===== src/rtl/wb_walk_master.sv =====
// wb_walk_master: pipelined Wishbone master that writes a 6-bit pattern to a
// single-register LED peripheral, then polls the same register until it reads
// back zero, the poll limit is reached or an ACK times out.
//
// state     | meaning
// ----------+-----------------------------------------------------------
// S_IDLE    | bus idle, waiting for i_start
// S_WR_REQ  | write strobe offered, held until the slave stops stalling
// S_WR_WAIT | write accepted, CYC held, waiting for ACK or timeout
// S_GAP     | CYC low for POLL_GAP cycles between transactions
// S_RD_REQ  | read strobe offered, held until the slave stops stalling
// S_RD_WAIT | read accepted, waiting for ACK (capture data) or timeout
module wb_walk_master #(
   parameter int POLL_GAP  = 2,
   parameter int MAX_POLLS = 32,
   parameter int TIMEOUT   = 16
) (
   input  logic       i_clk,
   input  logic       i_reset,
   input  logic       i_start,
   input  logic [5:0] i_pattern,
   output logic       o_wb_cyc,
   output logic       o_wb_stb,
   output logic       o_wb_we,
   output logic       o_wb_addr,
   output logic [5:0] o_wb_data,
   input  logic       i_wb_stall,
   input  logic       i_wb_ack,
   input  logic [5:0] i_wb_data,
   output logic       o_busy,
   output logic       o_done,
   output logic       o_err,
   output logic [5:0] o_rdata,
   output logic [7:0] o_npolls
);

   typedef enum logic [2:0] {
      S_IDLE, S_WR_REQ, S_WR_WAIT, S_GAP, S_RD_REQ, S_RD_WAIT
   } state_t;

   localparam logic [7:0] GAP_LOAD   = 8'(POLL_GAP);
   localparam logic [7:0] TMO_LOAD   = 8'(TIMEOUT);
   localparam logic [8:0] POLL_LIMIT = 9'(MAX_POLLS);

   state_t     state_q;
   logic       cyc_q, stb_q, we_q;
   logic [5:0] data_q;
   logic [7:0] timer_q;
   logic [7:0] gap_q;
   logic       done_q, err_q;
   logic [5:0] rdata_q;
   logic [7:0] npolls_q;

   // Count of reads including the one being ACKed now, widened so the
   // comparison against the poll limit cannot wrap.
   logic [8:0] npolls_next;
   assign npolls_next = {1'b0, npolls_q} + 9'd1;

   // Single-process FSM; every bus and status output is a register.
   always_ff @(posedge i_clk or posedge i_reset) begin
      if (i_reset) begin
         state_q  <= S_IDLE;
         cyc_q    <= 1'b0;
         stb_q    <= 1'b0;
         we_q     <= 1'b0;
         data_q   <= '0;
         timer_q  <= '0;
         gap_q    <= '0;
         done_q   <= 1'b0;
         err_q    <= 1'b0;
         rdata_q  <= '0;
         npolls_q <= '0;
      end else begin
         done_q <= 1'b0;
         err_q  <= 1'b0;
         case (state_q)
            S_IDLE: begin
               if (i_start) begin
                  data_q   <= i_pattern;
                  npolls_q <= '0;
                  cyc_q    <= 1'b1;
                  stb_q    <= 1'b1;
                  we_q     <= 1'b1;
                  state_q  <= S_WR_REQ;
               end
            end
            S_WR_REQ: begin
               if (!i_wb_stall) begin
                  stb_q   <= 1'b0;
                  timer_q <= TMO_LOAD;
                  state_q <= S_WR_WAIT;
               end
            end
            S_WR_WAIT: begin
               // ACK is checked before the timer so a late ACK still succeeds.
               if (i_wb_ack) begin
                  cyc_q   <= 1'b0;
                  we_q    <= 1'b0;
                  gap_q   <= GAP_LOAD;
                  state_q <= S_GAP;
               end else if (timer_q == 8'd1) begin
                  cyc_q   <= 1'b0;
                  we_q    <= 1'b0;
                  err_q   <= 1'b1;
                  state_q <= S_IDLE;
               end else begin
                  timer_q <= timer_q - 8'd1;
               end
            end
            S_GAP: begin
               if (gap_q == 8'd1) begin
                  cyc_q   <= 1'b1;
                  stb_q   <= 1'b1;
                  we_q    <= 1'b0;
                  state_q <= S_RD_REQ;
               end else begin
                  gap_q <= gap_q - 8'd1;
               end
            end
            S_RD_REQ: begin
               if (!i_wb_stall) begin
                  stb_q   <= 1'b0;
                  timer_q <= TMO_LOAD;
                  state_q <= S_RD_WAIT;
               end
            end
            S_RD_WAIT: begin
               if (i_wb_ack) begin
                  cyc_q   <= 1'b0;
                  rdata_q <= i_wb_data;
                  if (npolls_q != 8'hFF) npolls_q <= npolls_q + 8'd1;
                  if (i_wb_data == 6'd0) begin
                     done_q  <= 1'b1;
                     state_q <= S_IDLE;
                  end else if (npolls_next == POLL_LIMIT) begin
                     err_q   <= 1'b1;
                     state_q <= S_IDLE;
                  end else begin
                     gap_q   <= GAP_LOAD;
                     state_q <= S_GAP;
                  end
               end else if (timer_q == 8'd1) begin
                  cyc_q   <= 1'b0;
                  err_q   <= 1'b1;
                  state_q <= S_IDLE;
               end else begin
                  timer_q <= timer_q - 8'd1;
               end
            end
            default: begin
               cyc_q   <= 1'b0;
               stb_q   <= 1'b0;
               we_q    <= 1'b0;
               state_q <= S_IDLE;
            end
         endcase
      end
   end

   assign o_wb_cyc  = cyc_q;
   assign o_wb_stb  = stb_q;
   assign o_wb_we   = we_q;
   assign o_wb_addr = 1'b0;
   assign o_wb_data = data_q;
   assign o_busy    = (state_q != S_IDLE);
   assign o_done    = done_q;
   assign o_err     = err_q;
   assign o_rdata   = rdata_q;
   assign o_npolls  = npolls_q;

endmodule


===== config.mk =====
export PLATFORM = sky130hd
export DESIGN_NAME = wb_walk_master
export DESIGN_NICKNAME = d
export VERILOG_FILES = /design/src/rtl/wb_walk_master.sv
export SDC_FILE = /design/constraint.sdc
export NUM_CORES = 1
export LEC_CHECK = 0
export BUFFER_PORTS_ARGS = -buffer_cell sky130_fd_sc_hd__buf_4
export CORE_MARGIN = 10
export CORE_UTILIZATION = 42
export DETAILED_ROUTE_END_ITERATION = 7
export GPL_TIMING_DRIVEN = 0
export SYNTH_ARGS = -nofsm -noshare
export SYNTH_HDL_FRONTEND = slang
export SYNTH_SLANG_ARGS = --single-unit

===== constraint.sdc =====
create_clock -name i_clk -period 4.75 [get_ports i_clk]
set_clock_uncertainty 0.05 [all_clocks]
set_input_delay 0.2375 -clock i_clk [delete_from_list [all_inputs] [get_ports i_clk]]
set_output_delay 0.2375 -clock i_clk [all_outputs]
set_load 0.05 [all_outputs]

==> summary.md <==
| Metric | Value |
|---|---|
| Hold path startpoint | i_pattern[2] |
| Post-synth top area share | 40.9% |
| Pre-Repair DR Iteration Count | 4 |
| Max Fanout on Critical Path | 10 |
| Seq/Total Area, Yosys | 40.9% |
| Setup TNS | 0 ps |
| CTS tree | done |
| Layout area overhead | 20.2% |
| Max-slew violations | 0 |
| Drc violations | 0 |
| H-tree levels | 2 |
| DIE WIDTH | 100 µm |
| First-pass GRT wire length | 10800 µm |
| DRT iter0 DRCs | 70 |
| Worst path required time | 4890 ps |
| Async set-reset flop share out of synthesis | 100% |
| Most common cell after layout, fill and taps aside | dfrtp_1 |
| I/O Buffers | 41 |
| Worst path slowest cell | dfrtp_1 |
| Final nets | 351 |
| Die area | 10000 µm² |
| Clk_lat worst skew | 310 ps |
| Via density | 5.50 |
| Starting density of the core | 42.9% |
| Worst reg-to-reg path cell count | 8 |
| Mapped Cells | 278 |
| Vias in the first global route | 2145 |
| Max Cap Viol | 0 |
| CP dominant cell by count | o21ai_1 |
| All-Layer GR Usage | 13.0% |
| Reg2reg start | o_npolls[0]$_DFFE_PP0P_ |
| Hold path cells | 2 |
| CTS buffer count | 5 |
| Most frequent cells in the layout | 44 x dfrtp_1, 43 x buf_4, 24 x nor2_1 |
| CP arrival | 2230 ps |
| Slew @ Worst Pin | 719 ps |
| Worst R2R Setup Slack | 2670 ps |
| Layout cells sized above 1 | 29.2% |
| Final worst-path setup slack | 2670 ps |
| Syn_area_per_cell | 9.69 µm² |
| Congestion Overflow GR | 0 |
| Drt wl/cell | 15.8 µm |
| CTS clock-pin slew for the worst setup and hold paths | 90 ps |
| RSZ-0062 raised after global routing | no |
| Clock Tree Buf Depth | 2 |
| Power per Cell Area | 660 nW/µm² |
| Final WL | 6400 µm |
| Routed Antenna Nets | 0 |
| Antenna diode count | 0 |
| Hold Crit Class | primary input to flop |
| Setup crit end kind | flop |
| Clock Tree Root | clkbuf_8 |
| Final Wtd Congestion | 0.803 |
| Worst hold endpoint | o_wb_data[2]$_DFFE_PP0P_ |
| CTS sink cnt | 44 |
| Largest net degree at the start of global routing | 26 |
| Area contributors post-synth | dfrtp_1 41%, mux2_2 5.0%, nor2_1 3.3% |
| Yosys warnings | 0 |
| Initial antenna violation count | 0 |
| Post-synth EDFFs | 0 |
| CP startpoint kind | flop |
| I/O pin total | 44 |
| RR Endpoint | o_npolls[7]$_DFFE_PP0P_ |
| Dpl hpwl | 4780 µm |
| Post-route clock period utilization | 43.9% |
| Pleak | 1.45 nW |
| #FFs+latches synth | 44 |
| Post-place setup slack | 2670 ps |
| Fmax | 480 MHz |
| Final setup vio count | 0 |
| Mapped cell area | 2700 µm² |
| Yosys cell types | 67 |
| Area leader, netlist | dfrtp_1 |
| Slew margin rel. | 51.8% |
| Worst path cell trace | ha_1 > buf_2 > nand3_1 > o21ai_1 > nor2b_1 > clkbuf_1 > o21ai_1 > o41ai_1 |
| Worst VDD drop | 0.341 mV |
| Critical path's largest stage delay | 450 ps |
| Post-Synthesis Net Count | 301 |
| # rows | 29 |
| Core area | 6280 µm² |
| Min Tclk post-route | 2080 ps |
| Critical path class | flop to flop |
| Vias | 2231 |
| Die height | 100 µm |
| Post-CTS Setup Inserts | 0 |
| Status | completed |
| Most used flip-flop cell after synthesis | dfrtp_1 |
| Endpoints failing hold | 0 |
layout make-up:
type,count,area (µm²)
Clock inverter,3,42.5
Buffer,17,113
Inverter,11,41.3
Clock buffer,5,68.8
Timing Repair Buffer,43,338
Fill cell,609,3040
Tap cell,77,96.3
Sequential cell,44,1100
Multi-Input combinational cell,206,1440
cells by family after synthesis:
| kind of cell | after synthesis | share of synthesized area, % |
|---|---|---|
| AOI/OAI and AO/OA | 76 | 20.1 |
| adders and majority gates | 6 | 2.79 |
| xor gates and xnor gates | 6 | 1.95 |
| other | 1 | 0.139 |
| DFF | 44 | 40.9 |
| buffers and inverters | 28 | 5.71 |
| and+or+nand+nor | 104 | 23.0 |
| muxes | 13 | 5.39 |
how the worst max path moves through the flow:
stage	start	endpoint	slack (ps)	depth (start not counted)
finish	o_npolls[0]$_DFFE_PP0P_	o_npolls[7]$_DFFE_PP0P_	2670	8
global placement	o_npolls[0]$_DFFE_PP0P_	o_npolls[3]$_DFFE_PP0P_	2660	8
detailed placement	o_npolls[0]$_DFFE_PP0P_	o_npolls[7]$_DFFE_PP0P_	2670	8
floorplan	o_npolls[0]$_DFFE_PP0P_	o_npolls[6]$_DFFE_PP0P_	2640	8
global route	o_npolls[1]$_DFFE_PP0P_	o_npolls[7]$_DFFE_PP0P_	2390	8
CTS	o_npolls[0]$_DFFE_PP0P_	o_npolls[7]$_DFFE_PP0P_	2630	8
per-stage QoR:
step	instance area, µm²	utilization, %	std cells	total power [mW]	hold WS (ps)
2_1_floorplan	2700	-	278	1.55	339
3_3_place_gp	3100	49.4	396	1.84	421
3_5_place_dp	3120	49.7	397	1.86	237
4_1_cts	3240	51.6	406	2.16	105
5_1_grt	3240	51.6	406	2.30	108
6_report	3240	51.6	406	2.14	118
synth_stat cells (3+ instances only):
master    number
clkbuf_4       3
xor2_1         3
a21oi_1       11
o41ai_1        5
mux2_2        12
inv_1         11
nor3_1         7
o31ai_1        5
nand4_1        3
xnor2_1        3
a21o_1         4
o21ai_1       16
dfrtp_1       44
and3_1         3
and2_1         4
nand2_1       19
o21ai_0        7
buf_6          3
nor2b_1        3
nand3_1        7
ha_1           6
a31oi_1        5
clkbuf_1       3
nor2_1        24
buf_2          6
nor4_1         5
a22o_1         3
or3_1          5
critical path, delay by kind of cell (launching register included):
family                     cells  cell delay (ps)
DFF                            1              450
and+or+nand+nor                2              260
AOI/OAI and AO/OA              3              520
buffers and inverters          2              530
adders and majority gates      1              170
power breakdown:
group	internal (mW)	switching, mW
Combinational	0.458	0.746
Sequential	0.513	0.126
Clock	0.156	0.139
Total	1.13	1.01
timing repair:
| action | CTS | global route |
|---|---|---|
| gates resized for setup | 0 | 0 |
| hold endpoints to repair | 19 | 0 |
| hold buffers | 1 | 0 |
flip-flops by register name, indices dropped and copies added (netlist names):
name / count
gap_q: 8
o_npolls: 8
timer_q: 8
o_rdata: 6
o_wb_data: 6
state_q: 3
o_done: 1
o_err: 1
o_wb_cyc: 1
o_wb_stb: 1
o_wb_we: 1
per-layer routing:
layer	vias to the layer above	track usage (%)	part of all wire (%)
met4	0	3.59	1.0
met2	34	20.2	45
met1	1068	16.9	48
li1	1124	-	-
met5	-	0	0
met3	5	4.19	5.6
(Power assumes the default switching activity.)
